File: config.mk
export PLATFORM = sky130hd
export DESIGN_NAME = alu_multicycle
export DESIGN_NICKNAME = d
export VERILOG_FILES = /design/src/rtl/alu_types_pkg.sv /design/src/rtl/adder_n.sv /design/src/rtl/alu_shift_unit.sv /design/src/rtl/alu_multicycle.sv
export SDC_FILE = /design/constraint.sdc
export NUM_CORES = 1
export LEC_CHECK = 0
export ABC_AREA = 1
export BUFFER_PORTS_ARGS = -buffer_cell sky130_fd_sc_hd__buf_2
export CAP_MARGIN = 10
export CELL_PAD_IN_SITES_DETAIL_PLACEMENT = 1
export CELL_PAD_IN_SITES_GLOBAL_PLACEMENT = 1
export CORE_MARGIN = 2
export CORE_UTILIZATION = 42
export CTS_BUF_LIST = sky130_fd_sc_hd__clkbuf_8
export DETAILED_ROUTE_END_ITERATION = 7
export MAX_ROUTING_LAYER = met4
export PLACE_DENSITY_LB_ADDON = 0.12
export SLEW_MARGIN = 10
export SYNTH_ARGS = -nofsm -noshare
export SYNTH_HDL_FRONTEND = slang
export SYNTH_HIERARCHICAL = 1
export SYNTH_SLANG_ARGS = --single-unit
File: constraint.sdc
create_clock -name clk -period 2.9 [get_ports clk]
set_input_delay 0.29 -clock clk [delete_from_list [all_inputs] [get_ports clk]]
set_output_delay 0.29 -clock clk [all_outputs]
set_load 0.01 [all_outputs]
File: src/rtl/alu_types_pkg.sv
// Shared types for the multicycle ALU: opcode encoding and FSM state enum.
package alu_types;

    typedef enum logic [3:0] {
        ALU_AND  = 4'b0001,
        ALU_OR   = 4'b0010,
        ALU_XOR  = 4'b0011,
        ALU_SLL  = 4'b0101,
        ALU_SRL  = 4'b0110,
        ALU_SRA  = 4'b0111,
        ALU_ADD  = 4'b1000,
        ALU_MUL  = 4'b1001,
        ALU_SUB  = 4'b1100,
        ALU_SLT  = 4'b1101,
        ALU_SLTU = 4'b1110
    } alu_control_t;

    typedef enum logic [1:0] {
        ST_IDLE,
        ST_SHIFT,
        ST_MUL,
        ST_DONE
    } alu_state_t;

endpackage

File: src/rtl/adder_n.sv
// N-bit ripple-style adder with carry in/out, shared by ADD/SUB/SLT/SLTU.
module adder_n #(
    parameter int N = 32
) (
    input  logic [N-1:0] a,
    input  logic [N-1:0] b,
    input  logic         cin,
    output logic [N-1:0] sum,
    output logic         cout
);

    assign {cout, sum} = {1'b0, a} + {1'b0, b} + {{N{1'b0}}, cin};

endmodule

File: src/rtl/alu_shift_unit.sv
// Bit-serial shifter: load performs the first shift, each step one more bit.
module alu_shift_unit #(
    parameter int N = 32
) (
    input  logic                 clk,
    input  logic                 rst_n,
    input  logic                 load,
    input  logic                 step,
    input  logic                 left,
    input  logic                 arith,
    input  logic [N-1:0]         data_in,
    input  logic [$clog2(N)-1:0] shamt,
    output logic [N-1:0]         data,
    output logic                 done
);

    localparam int SW = $clog2(N);

    logic [N-1:0]  data_reg;
    logic [SW-1:0] count_reg;
    logic          left_reg;
    logic          fill_reg;
    logic          fill_in;

    function automatic logic [N-1:0] shift1(input logic [N-1:0] v, input logic l, input logic f);
        return l ? {v[N-2:0], 1'b0} : {f, v[N-1:1]};
    endfunction

    // Arithmetic fill is taken from the operand at load and held for all steps.
    assign fill_in = arith & data_in[N-1];

    always_ff @(posedge clk or negedge rst_n) begin
        if (!rst_n) begin
            data_reg  <= '0;
            count_reg <= '0;
            left_reg  <= 1'b0;
            fill_reg  <= 1'b0;
        end else if (load) begin
            data_reg  <= shift1(data_in, left, fill_in);
            count_reg <= shamt - SW'(1);
            left_reg  <= left;
            fill_reg  <= fill_in;
        end else if (step && count_reg != '0) begin
            data_reg  <= shift1(data_reg, left_reg, fill_reg);
            count_reg <= count_reg - SW'(1);
        end
    end

    assign data = data_reg;
    assign done = (count_reg == '0);

endmodule

File: src/rtl/alu_multicycle.sv
// Multicycle ALU with valid/ready handshakes; serial shifts, optional serial
// multiply enabled by defining ALU_MULTICYCLE_MUL_EN.
module alu_multicycle
    import alu_types::*;
#(
    parameter int N = 32
) (
    input  logic         clk,
    input  logic         rst_n,
    input  logic         in_valid,
    output logic         in_ready,
    input  logic [N-1:0] a,
    input  logic [N-1:0] b,
    input  alu_control_t control,
    output logic         out_valid,
    input  logic         out_ready,
    output logic [N-1:0] result,
    output logic         overflow,
    output logic         zero,
    output logic         equal,
    output logic         busy
);

    localparam int SW = $clog2(N);

    alu_state_t    state_reg, state_next;
    logic [N-1:0]  result_reg, res_next;
    logic          overflow_reg, ovf_next;
    logic          zero_reg, equal_reg;
    logic          res_load, accept;

    logic          sub_like, is_shift;
    logic [N-1:0]  add_b, sum;
    logic          cout, add_ovf, sub_ovf, slt_bit;
    logic [N-1:0]  fast_result;
    logic          fast_ovf;

    logic          shift_load, shift_step, shift_done;
    logic [N-1:0]  shift_data;
    logic [SW-1:0] shamt;

    assign shamt    = b[SW-1:0];
    assign sub_like = (control == ALU_SUB) || (control == ALU_SLT) || (control == ALU_SLTU);
    assign is_shift = (control == ALU_SLL) || (control == ALU_SRL) || (control == ALU_SRA);
    assign add_b    = sub_like ? ~b : b;

    adder_n #(.N(N)) u_adder (
        .a   (a),
        .b   (add_b),
        .cin (sub_like),
        .sum (sum),
        .cout(cout)
    );

    assign add_ovf = (a[N-1] == b[N-1]) && (sum[N-1] != a[N-1]);
    assign sub_ovf = (a[N-1] != b[N-1]) && (sum[N-1] != a[N-1]);
    // Signed less-than is the difference sign corrected for overflow.
    assign slt_bit = sum[N-1] ^ sub_ovf;

    always_comb begin
        fast_result = '0;
        fast_ovf    = 1'b0;
        case (control)
            ALU_AND:  fast_result = a & b;
            ALU_OR:   fast_result = a | b;
            ALU_XOR:  fast_result = a ^ b;
            ALU_SLL, ALU_SRL, ALU_SRA: fast_result = a;
            ALU_ADD:  begin fast_result = sum; fast_ovf = add_ovf; end
            ALU_SUB:  begin fast_result = sum; fast_ovf = sub_ovf; end
            ALU_SLT:  fast_result = {{(N-1){1'b0}}, slt_bit};
            ALU_SLTU: fast_result = {{(N-1){1'b0}}, ~cout};
            default:  fast_result = '0;
        endcase
    end

    alu_shift_unit #(.N(N)) u_shift (
        .clk    (clk),
        .rst_n  (rst_n),
        .load   (shift_load),
        .step   (shift_step),
        .left   (control == ALU_SLL),
        .arith  (control == ALU_SRA),
        .data_in(a),
        .shamt  (shamt),
        .data   (shift_data),
        .done   (shift_done)
    );

`ifdef ALU_MULTICYCLE_MUL_EN
    localparam int CW = $clog2(N) + 1;

    logic [2*N-1:0] mul_acc_reg, mul_mcand_reg, mul_acc_next;
    logic [N-1:0]   mul_mplier_reg;
    logic [CW-1:0]  mul_cnt_reg;
    logic           mul_start, mul_step;

    assign mul_acc_next = mul_mplier_reg[0] ? (mul_acc_reg + mul_mcand_reg) : mul_acc_reg;

    always_ff @(posedge clk or negedge rst_n) begin
        if (!rst_n) begin
            mul_acc_reg    <= '0;
            mul_mcand_reg  <= '0;
            mul_mplier_reg <= '0;
            mul_cnt_reg    <= '0;
        end else if (mul_start) begin
            mul_acc_reg    <= '0;
            mul_mcand_reg  <= {{N{1'b0}}, a};
            mul_mplier_reg <= b;
            mul_cnt_reg    <= CW'(N);
        end else if (mul_step) begin
            mul_acc_reg    <= mul_acc_next;
            mul_mcand_reg  <= mul_mcand_reg << 1;
            mul_mplier_reg <= mul_mplier_reg >> 1;
            mul_cnt_reg    <= mul_cnt_reg - CW'(1);
        end
    end
`endif

    assign accept = in_valid && (state_reg == ST_IDLE);

    always_comb begin
        state_next = state_reg;
        shift_load = 1'b0;
        shift_step = 1'b0;
        res_load   = 1'b0;
        res_next   = '0;
        ovf_next   = 1'b0;
`ifdef ALU_MULTICYCLE_MUL_EN
        mul_start  = 1'b0;
        mul_step   = 1'b0;
`endif
        case (state_reg)
            ST_IDLE: begin
                if (in_valid) begin
                    if (is_shift && shamt != '0) begin
                        shift_load = 1'b1;
                        state_next = ST_SHIFT;
                    end
`ifdef ALU_MULTICYCLE_MUL_EN
                    else if (control == ALU_MUL) begin
                        mul_start  = 1'b1;
                        state_next = ST_MUL;
                    end
`endif
                    else begin
                        res_load   = 1'b1;
                        res_next   = fast_result;
                        ovf_next   = fast_ovf;
                        state_next = ST_DONE;
                    end
                end
            end
            ST_SHIFT: begin
                if (shift_done) begin
                    res_load   = 1'b1;
                    res_next   = shift_data;
                    state_next = ST_DONE;
                end else begin
                    shift_step = 1'b1;
                end
            end
`ifdef ALU_MULTICYCLE_MUL_EN
            ST_MUL: begin
                mul_step = 1'b1;
                if (mul_cnt_reg == CW'(1)) begin
                    res_load   = 1'b1;
                    res_next   = mul_acc_next[N-1:0];
                    ovf_next   = |mul_acc_next[2*N-1:N];
                    state_next = ST_DONE;
                end
            end
`endif
            ST_DONE: begin
                if (out_ready) begin
                    state_next = ST_IDLE;
                end
            end
            default: state_next = ST_IDLE;
        endcase
    end

    always_ff @(posedge clk or negedge rst_n) begin
        if (!rst_n) begin
            state_reg <= ST_IDLE;
        end else begin
            state_reg <= state_next;
        end
    end

    always_ff @(posedge clk or negedge rst_n) begin
        if (!rst_n) begin
            result_reg   <= '0;
            overflow_reg <= 1'b0;
            zero_reg     <= 1'b0;
            equal_reg    <= 1'b0;
        end else begin
            if (accept) begin
                equal_reg <= (a == b);
            end
            if (res_load) begin
                result_reg   <= res_next;
                overflow_reg <= ovf_next;
                zero_reg     <= (res_next == '0);
            end
        end
    end

    assign in_ready  = (state_reg == ST_IDLE);
    assign out_valid = (state_reg == ST_DONE);
    assign busy      = (state_reg != ST_IDLE);
    assign result    = result_reg;
    assign overflow  = overflow_reg;
    assign zero      = zero_reg;
    assign equal     = equal_reg;

endmodule

==> qor.log, run 1 <==
[global_routing] number of antenna violations at the first check in global routing 0
[drt] Antenna Violating Nets Remaining 0
[clock_tree] H-tree levels 3
[global_routing] first-pass GRT wire length 65010 µm
[worst_setup_path] endpoint type of the worst setup path flip-flop
[power_and_ir_drop] Power Dens Cells 551.2 mW/mm²
[timing] post-route clock skew 0.009554 ns
[drt] residual DRC count 0
[drt] Via-to-Cell Ratio 5.812
[power_and_ir_drop] leakage power 7.957 nW
[drt] number of optimization iterations in the first detailed-route pass 5
[timing] relative slew slack 30.19%
[synthesis] sequential cell area fraction in the yosys report 19.84%
[synthesis] top cell type's share of synthesized area 28.70%
[floorplan] initial standard-cell utilization of the core 42.60%
[placement] routability cong. 0.9682
[global_routing] maximum number of pins on one net before global-route repair 77
[timing] pins over their slew limit 0
[floorplan] top-level port count 110
[floorplan] site row count 55
[synthesis] proportion of register bits with asynchronous set or reset after synthesis 100.0%
[drt] per-cell routed wire length 22.48 µm
[synthesis] Synth Instances 1683
[floorplan] Core Box Area 0.02250 mm²
[clock_tree] total clock sinks 76
[synthesis] main area contributors after synthesis sky130_fd_sc_hd__nand2_1 29%, sky130_fd_sc_hd__dfrtp_1 20%, sky130_fd_sc_hd__ha_1 13%
[worst_setup_path] CP dominant cell by count sky130_fd_sc_hd__nand2_1
[synthesis] Yosys warning total 6
[run] max capacitance violation total 0
[power_and_ir_drop] Worst VDD drop 414.9 µV
[cells_and_area] layout overhead on the synthesized area 40.09%
[timing] Final WS setup -0.7631 ns
[status] violated checks negative setup slack
[clock_tree] Num CTS Buffers 9
[synthesis] cell type contributing the most total cell area after synthesis sky130_fd_sc_hd__nand2_1
[synthesis] Syn Std Cell Area 0.009585 mm²
[cells_and_area] net count reported at finish 2182
[timing] Max Clk Rate 273.0 MHz
[cells_and_area] final std cells w/o fill 2302
[synthesis] Synthesized Nets 1853
[clock_tree] clock slew at the register clock pins of the worst setup and hold paths 0.09 ns
[timing] post-layout minimum cycle time 3.663 ns
[floorplan] DIE HEIGHT 155.1 µm
[clock_tree] worst-skew pair later-pin latency 0.36 ns
[worst_setup_path] critical path class in -> reg
[clock_tree] clock tree from TritonCTS yes
[placement] worst-case setup slack after placement -0.9409 ns
[worst_setup_path] CP required 3.20 ns
[timing] total setup violations reported at the end of the flow 25
[clock_tree] CTS Buffer Depth 2
[timing] unrepaired setup endpoints after global routing true
[synthesis] most used standard cells in the synthesized netlist 733 x sky130_fd_sc_hd__nand2_1, 261 x sky130_fd_sc_hd__inv_1, 164 x sky130_fd_sc_hd__nor2_1
[worst_setup_path] Crit path largest cell delay 0.32 ns
[worst_setup_path] nature of the critical path startpoint primary input
[synthesis] flops & latches, synth 76
[synthesis] number of flops mapped to enable cells by yosys 0
[drt] Via Count 13380
[status] status complete, but fails checks
[placement] cell count after placement 2248
[floorplan] die area 0.02405 mm²
[synthesis] Top FF cell, synth sky130_fd_sc_hd__dfrtp_1
[global_routing] global-route congestion overflow total 0
[drt] drt first-iter violations 1095
[timing] final hold violation count 0
[worst_setup_path] Crit path arrival time 3.96 ns
[synthesis] syn avg cell area 5.695 µm²
[cells_and_area] fraction of final layout cells with drive strength greater than 1 29.35%
[timing] Period Utilization, post-route 126.3%
[clock_tree] clock tree root buffer cell sky130_fd_sc_hd__clkbuf_8
[placement] DP Wirelength 33120 µm
[timing] slew of the pin with the lowest slew margin 1.043 ns
[worst_setup_path] cell with the biggest individual delay on the critical path sky130_fd_sc_hd__xor2_2
[drt] Routed Wire Length 51760 µm
[worst_setup_path] maximum fanout encountered on the critical timing path 6
[placement] IO Port Bufs 109
[synthesis] synth unique cells 36
[cells_and_area] # diodes 0
[floorplan] horizontal extent of the die 155.1 µm
[global_routing] number of global-route vias before repair 12810
[synthesis] leading cell type by number of instances after synthesis sky130_fd_sc_hd__nand2_1
[hold_path] classification of the worst-slack hold path in -> async
[global_routing] GRT Overall Usage 35.35%
-- through the flow --
step	utilization (%)	TNS (ns)	hold WS (ns)	instance area (µm²)	total power, W
finish	59.67	-6.019	0.07975	13430	0.007401
global route	59.67	-7.734	0.1542	13430	0.007822
CTS	55.13	-0.4709	0.1344	12410	0.006725
detailed placement	53.17	-11.13	0.4677	11960	0.005593
global placement	53.17	-8.560	0.4600	11960	0.005440
floorplan	-	-0.1734	-0.005591	9652	0.004020
-- path summary, 6_finish.rpt --
path	from	endpoint	slack, ns	cells past startpoint
worst max-delay path	control[0]	zero	-0.76	30
worst min-delay path	rst_n	result[4]	0.08	1
worst max register to register	state_reg[1]	u_shift/data[16]	0.17	11
worst min register to register	result[3]	result[3]	0.48	2
max in group asynchronous	rst_n	result[27]	2.15	1
min in group clk	out_ready	state_reg[1]	0.19	3
-- kinds of logic after synthesis --
group	Yosys count	share of synthesized area, %
buffers and inverters	311	12.84
xor gates and xnor gates	48	4.386
and+or+nand+nor	1070	45.37
DFF	76	19.84
AOI/OAI and AO/OA	80	4.608
adders and majority gates	98	12.95
-- routing by layer --
metal  GRT usage, %  vias up  part of all wire (%)
met1          40.06     6467                    35
met4          18.25        0                   8.7
met5              -        -                     0
met2          61.61      798                    48
met3          3.983      329                   7.5
li1               -     5786                     -
-- final cells by class --
type                       instances  area (µm²)
clock inverter                     6       111.4
clock buffer                      10       137.6
fill                            3175        9075
tap                              285       356.6
multi-input combinational       1296        7315
sequential                        76        1902
timing repair buffer             362        2589
inverter                         267        1017
-- what timing repair did --
item	4_1_cts	5_1_grt
pin swaps	14	119
resized for setup	33	197
gates cloned	0	2
endpoints found under the setup margin	16	53
setup buffers	10	27
hold buffers	0	0
-- cells in the final DEF (no fill, tap or decap), types with 18 or more instances in the layout --
cell,n
sky130_fd_sc_hd__nand2_1,652
sky130_fd_sc_hd__inv_1,253
sky130_fd_sc_hd__buf_4,241
sky130_fd_sc_hd__nor2_1,133
sky130_fd_sc_hd__buf_2,106
sky130_fd_sc_hd__ha_1,88
sky130_fd_sc_hd__nand3_1,82
sky130_fd_sc_hd__dfrtp_1,76
sky130_fd_sc_hd__nand2_2,74
sky130_fd_sc_hd__o21ai_0,35
sky130_fd_sc_hd__nand4_1,32
sky130_fd_sc_hd__nor2_2,28
sky130_fd_sc_hd__xor2_1,26
sky130_fd_sc_hd__xor2_2,18
-- where the power goes --
group	internal [W]	switching, W	leakage (nW)	total (W)
registers	0.00146	0.000350	0.998	0.00181
clock network	0.000596	0.000433	0.122	0.00103
logic	0.00161	0.00294	6.84	0.00456
-- worst max-delay path, delay by kind of cell --
| family | cells | cell delay, ns |
|---|---|---|
| adder cells (fa/ha/maj) | 1 | 0.31 |
| buffers and inverters | 6 | 0.79 |
| AO/OA/AOI/OAI | 1 | 0.20 |
| AND/OR/NAND/NOR | 21 | 2.05 |
| XOR/XNOR | 1 | 0.32 |
Note: power is estimated with default switching activity, not from simulation.
==> inputs of run 2 (changes only) <==
- CELL_PAD_IN_SITES_DETAIL_PLACEMENT: 1 -> 0
- CORE_UTILIZATION: 42 -> 45
- clock period: 2.9 -> 4.75 ns (I/O delays scaled with it)
==> run 2 against run 1 <==
Compared with the run above: critical path type unchanged; critical path depth down 1; cell area is 21% lower; clock skew is essentially flat; sequential cell count unchanged; power decreased by 51%; count of clock-buffer cells in the layout shrank 1; register-to-register slack better by 2.1 ns; core utilization fell by 9.3 points; non-clock buffer count is 237 lower; die area fell by 6.5%; the flow now finishes without violations; largest cell class unchanged.
==> qor.log, run 2 (synthesis results as in run 1) <==
[clock_tree] count of buffers added by post-CTS timing repair for setup 0
[worst_setup_path] CP dominant cell by count sky130_fd_sc_hd__nand2_1
[placement] cell count after placement 2039
[placement] routability cong. 0.9534
[worst_setup_path] cell family with the largest share of critical-path delay simple AND/OR/NAND/NOR gates
[power_and_ir_drop] combinational fraction of design power 56.3%
[placement] IO Port Bufs 109
[clock_tree] count of hold buffers inserted by post-cts repair 0
[placement] DP Wirelength 26500 µm
[clock_tree] clock slew at the register clock pins of the worst setup and hold paths 0.08 ns
[worst_setup_path] cell with the biggest individual delay on the critical path sky130_fd_sc_hd__fa_1
[worst_setup_path] maximum fanout encountered on the critical timing path 20
[timing] total setup violations reported at the end of the flow 0
[power_and_ir_drop] leakage power 6.578 nW
[worst_setup_path] worst reg2reg path depth 11
[drt] Via-to-Cell Ratio 5.072
[cells_and_area] total of fill cells in the finished design 2329
[timing] pins over their slew limit 0
[power_and_ir_drop] Overall Power 0.003592 W
[worst_setup_path] Crit path largest cell delay 0.48 ns
[drt] drt first-iter violations 699
[timing] final hold violation count 0
[drt] Antenna Violating Nets Remaining 0
[run] max capacitance violation total 0
[drt] Via Count 10420
[power_and_ir_drop] Worst VDD drop 309.5 µV
[floorplan] Core Box Area 0.02096 mm²
[power_and_ir_drop] Flop pwr share 30.1%
[clock_tree] total clock sinks 76
[floorplan] DIE HEIGHT 150.0 µm
[cells_and_area] net count reported at finish 1945
[power_and_ir_drop] power share of the clock group 13.5%
[timing] Period Utilization, post-route 82.06%
[drt] per-cell routed wire length 16.06 µm
[drt] residual DRC count 0
[worst_setup_path] capturing point of the worst reg2reg path zero
[clock_tree] Num CTS Buffers 9
[cells_and_area] layout overhead on the synthesized area 10.22%
[clock_tree] Gates resized, CTS repair 0
[global_routing] first-pass GRT wire length 51830 µm
[floorplan] top-level port count 110
[worst_setup_path] reg-to-reg setup timing slack 2.25 ns
[timing] aggregate negative setup slack 0 ns
[power_and_ir_drop] switch share 50.12%
[clock_tree] worst-skew pair later-pin latency 0.36 ns
[clock_tree] CTS Buffer Depth 2
[power_and_ir_drop] internal power consumption 0.001792 W
[floorplan] die area 0.02249 mm²
[timing] post-route clock skew 0.009654 ns
[cells_and_area] fraction of final layout cells with drive strength greater than 1 9.382%
[worst_setup_path] CP required 5.05 ns
[timing] slew of the pin with the lowest slew margin 1.023 ns
[clock_tree] H-tree levels 3
[worst_setup_path] critical path class in -> reg
[global_routing] maximum number of pins on one net before global-route repair 77
[worst_setup_path] FF-to-FF Start u_shift/count_reg[2]
[clock_tree] clock tree root buffer cell sky130_fd_sc_hd__clkbuf_8
[power_and_ir_drop] Power Dens Cells 340.0 mW/mm²
[floorplan] initial standard-cell utilization of the core 45.74%
[floorplan] horizontal extent of the die 150.0 µm
[clock_tree] clock tree from TritonCTS yes
[timing] relative slew slack 31.79%
[power_and_ir_drop] net switching power 0.001800 W
[global_routing] GRT Overall Usage 30.63%
[floorplan] site row count 53
[global_routing] number of antenna violations at the first check in global routing 0
[worst_setup_path] nature of the critical path startpoint primary input
[timing] unrepaired setup endpoints after global routing false
[cells_and_area] leading cell type in the layout, fill and taps excluded sky130_fd_sc_hd__nand2_1
[global_routing] global-route congestion overflow total 0
[drt] number of optimization iterations in the first detailed-route pass 5
[worst_setup_path] count of buffering cells on the critical path with inverters included 4
[hold_path] classification of the worst-slack hold path in -> async
[timing] Max Clk Rate 256.5 MHz
[worst_setup_path] Crit path arrival time 4.20 ns
[timing] post-layout minimum cycle time 3.898 ns
[drt] Routed Wire Length 33010 µm
[global_routing] number of global-route vias before repair 9691
[worst_setup_path] endpoint type of the worst setup path flip-flop
[cells_and_area] final std cells w/o fill 2055
[status] status finished, final reports clean
[cells_and_area] most used cells in the layout excluding fill and tap cells 733 x sky130_fd_sc_hd__nand2_1, 263 x sky130_fd_sc_hd__inv_1, 161 x sky130_fd_sc_hd__nor2_1, 108 x sky130_fd_sc_hd__buf_2, 97 x sky130_fd_sc_hd__nand3_1
[cells_and_area] # diodes 0
## run 2: cell types whose count changed in the layout (fill, tap and decap cells not counted), moves of 10 or more
cell / previous run / this run
sky130_fd_sc_hd__nand2_1: 652 / 733
sky130_fd_sc_hd__a21oi_1: 10 / 25
sky130_fd_sc_hd__nand3_2: 14 / 2
sky130_fd_sc_hd__xor2_1: 26 / 46
sky130_fd_sc_hd__nand2_2: 74 / 9
sky130_fd_sc_hd__nor2_2: 28 / 7
sky130_fd_sc_hd__nand3_1: 82 / 97
sky130_fd_sc_hd__a21oi_2: 14 / 0
sky130_fd_sc_hd__nor2_1: 133 / 161
sky130_fd_sc_hd__buf_4: 241 / 17
sky130_fd_sc_hd__nand2_4: 15 / 0
sky130_fd_sc_hd__inv_1: 253 / 263
sky130_fd_sc_hd__xor2_2: 18 / 0
## run 2: power by group through the flow
| stage | Clock (W) | Sequential, W | Combinational (W) |
|---|---|---|---|
| final | 0.000486 | 0.00108 | 0.00202 |
| after CTS | 0.000495 | 0.00108 | 0.00202 |
| after detailed placement | 0 | 0.00109 | 0.00201 |
| after global placement | 0 | 0.00109 | 0.00199 |
| after floorplan | 0 | 0.00110 | 0.00135 |
| after global routing | 0.000522 | 0.00111 | 0.00229 |
## run 2: metal layers
layer | vias to the layer above | track usage (%) | routed length (µm)
met4 | 0 | 7.311 | 833
met2 | 315 | 51.48 | 15650
met3 | 48 | 2.561 | 1714
met1 | 4741 | 40.04 | 14820
li1 | 5319 | - | -
met5 | - | - | 0
## run 2: worst max path at each step
stage / from / slack [ns] / depth (start not counted) / end
after detailed placement: control[0] / 0.49 / 29 / zero
final: control[0] / 0.85 / 29 / zero
after global routing: control[1] / 0.47 / 30 / zero
after floorplan: control[0] / 1.09 / 28 / zero
after global placement: control[0] / 0.56 / 29 / zero
after CTS: control[0] / 0.86 / 29 / zero
## run 2: stage by stage
step | utilization [%] | cell area, µm² | worst slack (ns) | hold WS, ns
finish | 50.42 | 10570 | 0.8521 | 0.2522
global route | 50.42 | 10570 | 0.4662 | 0.3673
CTS | 50.42 | 10570 | 0.8587 | 0.3133
detailed placement | 49.54 | 10380 | 0.4876 | 0.4631
global placement | 49.54 | 10380 | 0.5577 | 0.4602
floorplan | - | 9585 | 1.092 | 0.1794
## run 2: area by class of cell
type | count | area [µm²] | share of cell area (%)
Sequential cell | 76 | 1902 | 18.00
Clock inverter | 7 | 60.06 | 0.5685
Clock buffer | 9 | 123.9 | 1.172
Tap cell | 275 | 344.1 | 3.257
Multi-Input combinational cell | 1296 | 6465 | 61.19
Inverter | 267 | 1002 | 9.486
Timing Repair Buffer | 125 | 668.1 | 6.324
==> inputs of run 3 (changes only) <==
- ABC_AREA: 1 -> 0
- CORE_UTILIZATION: 45 -> 42
- clock period: 4.75 -> 3.3 ns (I/O delays scaled with it)
==> run 3 against run 2 <==
Compared with the run above: the run now ends with negative setup slack left; non-clock buffer count is 284 higher; combinational power is 89% higher; via count is 3.2% lower.
==> qor.log, run 3 <==
[global_routing] GRT Overall Usage 32.79%
[worst_setup_path] CP cell instances buf_8 > nand2_4 > nand3_4 > buf_12 > buf_4 > xnor2_1 > ha_1 > buf_6 > nand4_1 > nor3_4 > buf_4 > nand4_1 > o211ai_1 > buf_4 > o21ai_2 > mux2i_1 > nor2_1 > mux2i_1 > nor4b_2 > a21oi_1 > a31oi_2 > a2111oi_2 > nor4bb_2 > a32o_2
[timing] post-route clock skew 0.009102 ns
[power_and_ir_drop] Flop pwr share 27.9%
[power_and_ir_drop] leakage power 6.024 nW
[timing] relative slew slack 32.15%
[worst_setup_path] Crit path largest cell delay 0.35 ns
[cells_and_area] layout overhead on the synthesized area 43.07%
[timing] post-layout minimum cycle time 4.149 ns
[placement] IO Port Bufs 109
[drt] number of optimization iterations in the first detailed-route pass 6
[synthesis] synth unique cells 86
[timing] Hold WS 0.1285 ns
[status] violated checks negative setup slack
[cells_and_area] leading cell type in the layout, fill and taps excluded sky130_fd_sc_hd__buf_4
[cells_and_area] share of the core filled with cells 61.57%
[clock_tree] H-tree levels 3
[clock_tree] CTS Buffer Depth 2
[synthesis] main area contributors after synthesis sky130_fd_sc_hd__dfrtp_1 21%, sky130_fd_sc_hd__ha_1 13%, sky130_fd_sc_hd__nand2_1 5.0%
[placement] routability cong. 1.021
[clock_tree] worst-skew pair later-pin latency 0.36 ns
[worst_setup_path] nature of the critical path startpoint primary input
[hold_path] classification of the worst-slack hold path in -> async
[cells_and_area] fraction of final layout cells with drive strength greater than 1 42.20%
[synthesis] Top FF cell, synth sky130_fd_sc_hd__dfrtp_1
[timing] Final WS setup -0.8488 ns
[synthesis] leading cell type by number of instances after synthesis sky130_fd_sc_hd__nand2_1
[timing] slew of the pin with the lowest slew margin 1.018 ns
[power_and_ir_drop] Worst VDD drop 499.2 µV
[worst_setup_path] CP dominant cell by count sky130_fd_sc_hd__buf_4
[run] max capacitance violation total 0
[timing] final hold violation count 0
[timing] Max Clk Rate 241.0 MHz
[floorplan] die area 0.02280 mm²
[power_and_ir_drop] power share of the clock group 12.2%
[floorplan] top-level port count 110
[worst_setup_path] CP required 3.55 ns
[timing] pins over their slew limit 0
[clock_tree] clock slew at the register clock pins of the worst setup and hold paths 0.09 ns
[synthesis] proportion of register bits with asynchronous set or reset after synthesis 100.0%
[synthesis] syn avg cell area 8.318 µm²
[placement] DP Wirelength 27930 µm
[floorplan] Core Box Area 0.02109 mm²
[global_routing] first-pass GRT wire length 54840 µm
[drt] Via Count 10090
[worst_setup_path] critical path class in -> reg
[synthesis] top cell type's share of synthesized area 20.96%
[drt] per-cell routed wire length 21.38 µm
[power_and_ir_drop] switch share 43.73%
[drt] Antenna Violating Nets Remaining 0
[cells_and_area] net count reported at finish 1614
[clock_tree] clock tree root buffer cell sky130_fd_sc_hd__clkbuf_8
[clock_tree] clock tree from TritonCTS yes
[drt] residual DRC count 0
[timing] Period Utilization, post-route 125.7%
[timing] total setup violations reported at the end of the flow 21
[synthesis] flops & latches, synth 76
[power_and_ir_drop] internal power consumption 0.003581 W
[synthesis] Yosys warning total 6
[floorplan] DIE HEIGHT 151.0 µm
[power_and_ir_drop] Power Dens Cells 490.1 mW/mm²
[global_routing] global-route congestion overflow total 0
[drt] Via-to-Cell Ratio 5.847
[timing] unrepaired setup endpoints after global routing true
[synthesis] number of flops mapped to enable cells by yosys 0
[worst_setup_path] Crit path arrival time 4.40 ns
[synthesis] Synthesized Nets 1261
[clock_tree] count of hold buffers inserted by post-cts repair 0
[power_and_ir_drop] combinational fraction of design power 59.8%
[drt] drt first-iter violations 764
[floorplan] horizontal extent of the die 151.0 µm
[drt] Routed Wire Length 36880 µm
[synthesis] Synth Instances 1091
[worst_setup_path] maximum fanout encountered on the critical timing path 7
[power_and_ir_drop] net switching power 0.002782 W
[floorplan] site row count 53
[clock_tree] Num CTS Buffers 9
[floorplan] initial standard-cell utilization of the core 43.03%
[cells_and_area] storage element area 0.001903 mm²
[global_routing] number of antenna violations at the first check in global routing 2
[clock_tree] total clock sinks 76
[cells_and_area] area of the multi-input gates 0.007228 mm²
[cells_and_area] most used cells in the layout excluding fill and tap cells 267 x sky130_fd_sc_hd__buf_4, 114 x sky130_fd_sc_hd__nand2_1, 106 x sky130_fd_sc_hd__buf_2, 92 x sky130_fd_sc_hd__ha_1, 78 x sky130_fd_sc_hd__inv_1
[global_routing] number of global-route vias before repair 9769
[worst_setup_path] cell with the biggest individual delay on the critical path sky130_fd_sc_hd__ha_1
[synthesis] sequential cell area fraction in the yosys report 20.96%
[global_routing] maximum number of pins on one net before global-route repair 77
[timing] aggregate negative setup slack -4.419 ns
[cells_and_area] total of fill cells in the finished design 1918
[synthesis] most used standard cells in the synthesized netlist 121 x sky130_fd_sc_hd__nand2_1, 96 x sky130_fd_sc_hd__ha_1, 77 x sky130_fd_sc_hd__inv_1
[worst_setup_path] endpoint type of the worst setup path flip-flop
[status] status complete, but fails checks
[synthesis] Syn Std Cell Area 0.009075 mm²
[synthesis] cell type contributing the most total cell area after synthesis sky130_fd_sc_hd__dfrtp_1
==> run 3: per-stage QoR <==
step                total power, W  instance area, µm²  setup WS, ns  instances
floorplan                 0.003827                9211        -1.204       1091
global placement          0.005115               11570        -1.406       1650
detailed placement        0.005152               11570        -1.479       1650
CTS                       0.006134               12400       -0.6870       1698
global route              0.006809               12980        -1.005       1725
finish                    0.006363               12980       -0.8488       1725
==> run 3: final cells by class <==
type / instances / share of cell area (%)
multi-input combinational: 870 / 55.67
clock buffer: 9 / 0.9540
sequential: 76 / 14.66
clock inverter: 6 / 0.6264
tap: 275 / 2.650
timing repair buffer: 409 / 23.15
inverter: 78 / 2.255
antenna: 2 / 0.03855
==> run 3: power by group through the flow <==
| stage | logic [W] | clock network (W) | registers [W] |
|---|---|---|---|
| floorplan | 0.00212 | 0 | 0.00170 |
| global placement | 0.00334 | 0 | 0.00178 |
| detailed placement | 0.00338 | 0 | 0.00177 |
| CTS | 0.00358 | 0.000793 | 0.00176 |
| global route | 0.00415 | 0.000836 | 0.00183 |
| finish | 0.00381 | 0.000779 | 0.00178 |
==> run 3: path summary, 6_finish.rpt <==
path	from	slack (ns)	cells past startpoint	endpoint
min	rst_n	0.13	1	result[31]
min in group clk	out_ready	0.16	2	state_reg[0]
max	control[1]	-0.85	24	zero
max in group asynchronous	rst_n	2.47	1	u_shift/left_reg
min reg2reg	result[4]	0.49	2	result[4]
max reg2reg	u_shift/count_reg[2]	0.30	8	zero
==> run 3: timing repair <==
action | 4_1_cts | 5_1_grt
gates cloned | 0 | 0
setup endpoints to repair | 21 | 24
pin swaps | 64 | 55
setup buffers | 36 | 30
resized for setup | 79 | 68
==> run 3: critical path: cells and delay by family <==
kind            cells  cell delay (ns)
simple gates        8             1.40
compound gates      6             1.07
mux                 2             0.23
fa+ha+maj           1             0.35
xor+xnor            1             0.15
buf+inv             6             0.86
==> run 3: logic make-up after synthesis <==
| family | after synthesis | synth area share [%] |
|---|---|---|
| buffers and inverters | 145 | 7.459 |
| AND/OR/NAND/NOR | 333 | 18.17 |
| XOR/XNOR | 61 | 5.887 |
| AO/OA/AOI/OAI | 329 | 27.77 |
| adder cells (fa/ha/maj) | 98 | 13.68 |
| multiplexers | 49 | 6.080 |
| flip-flops | 76 | 20.96 |
==> run 3: layer usage <==
metal | wire [µm] | track usage, %
met5 | 0 | -
met4 | 1232 | 9.112
met3 | 2811 | 6.416
met2 | 17300 | 53.14
met1 | 15540 | 41.86
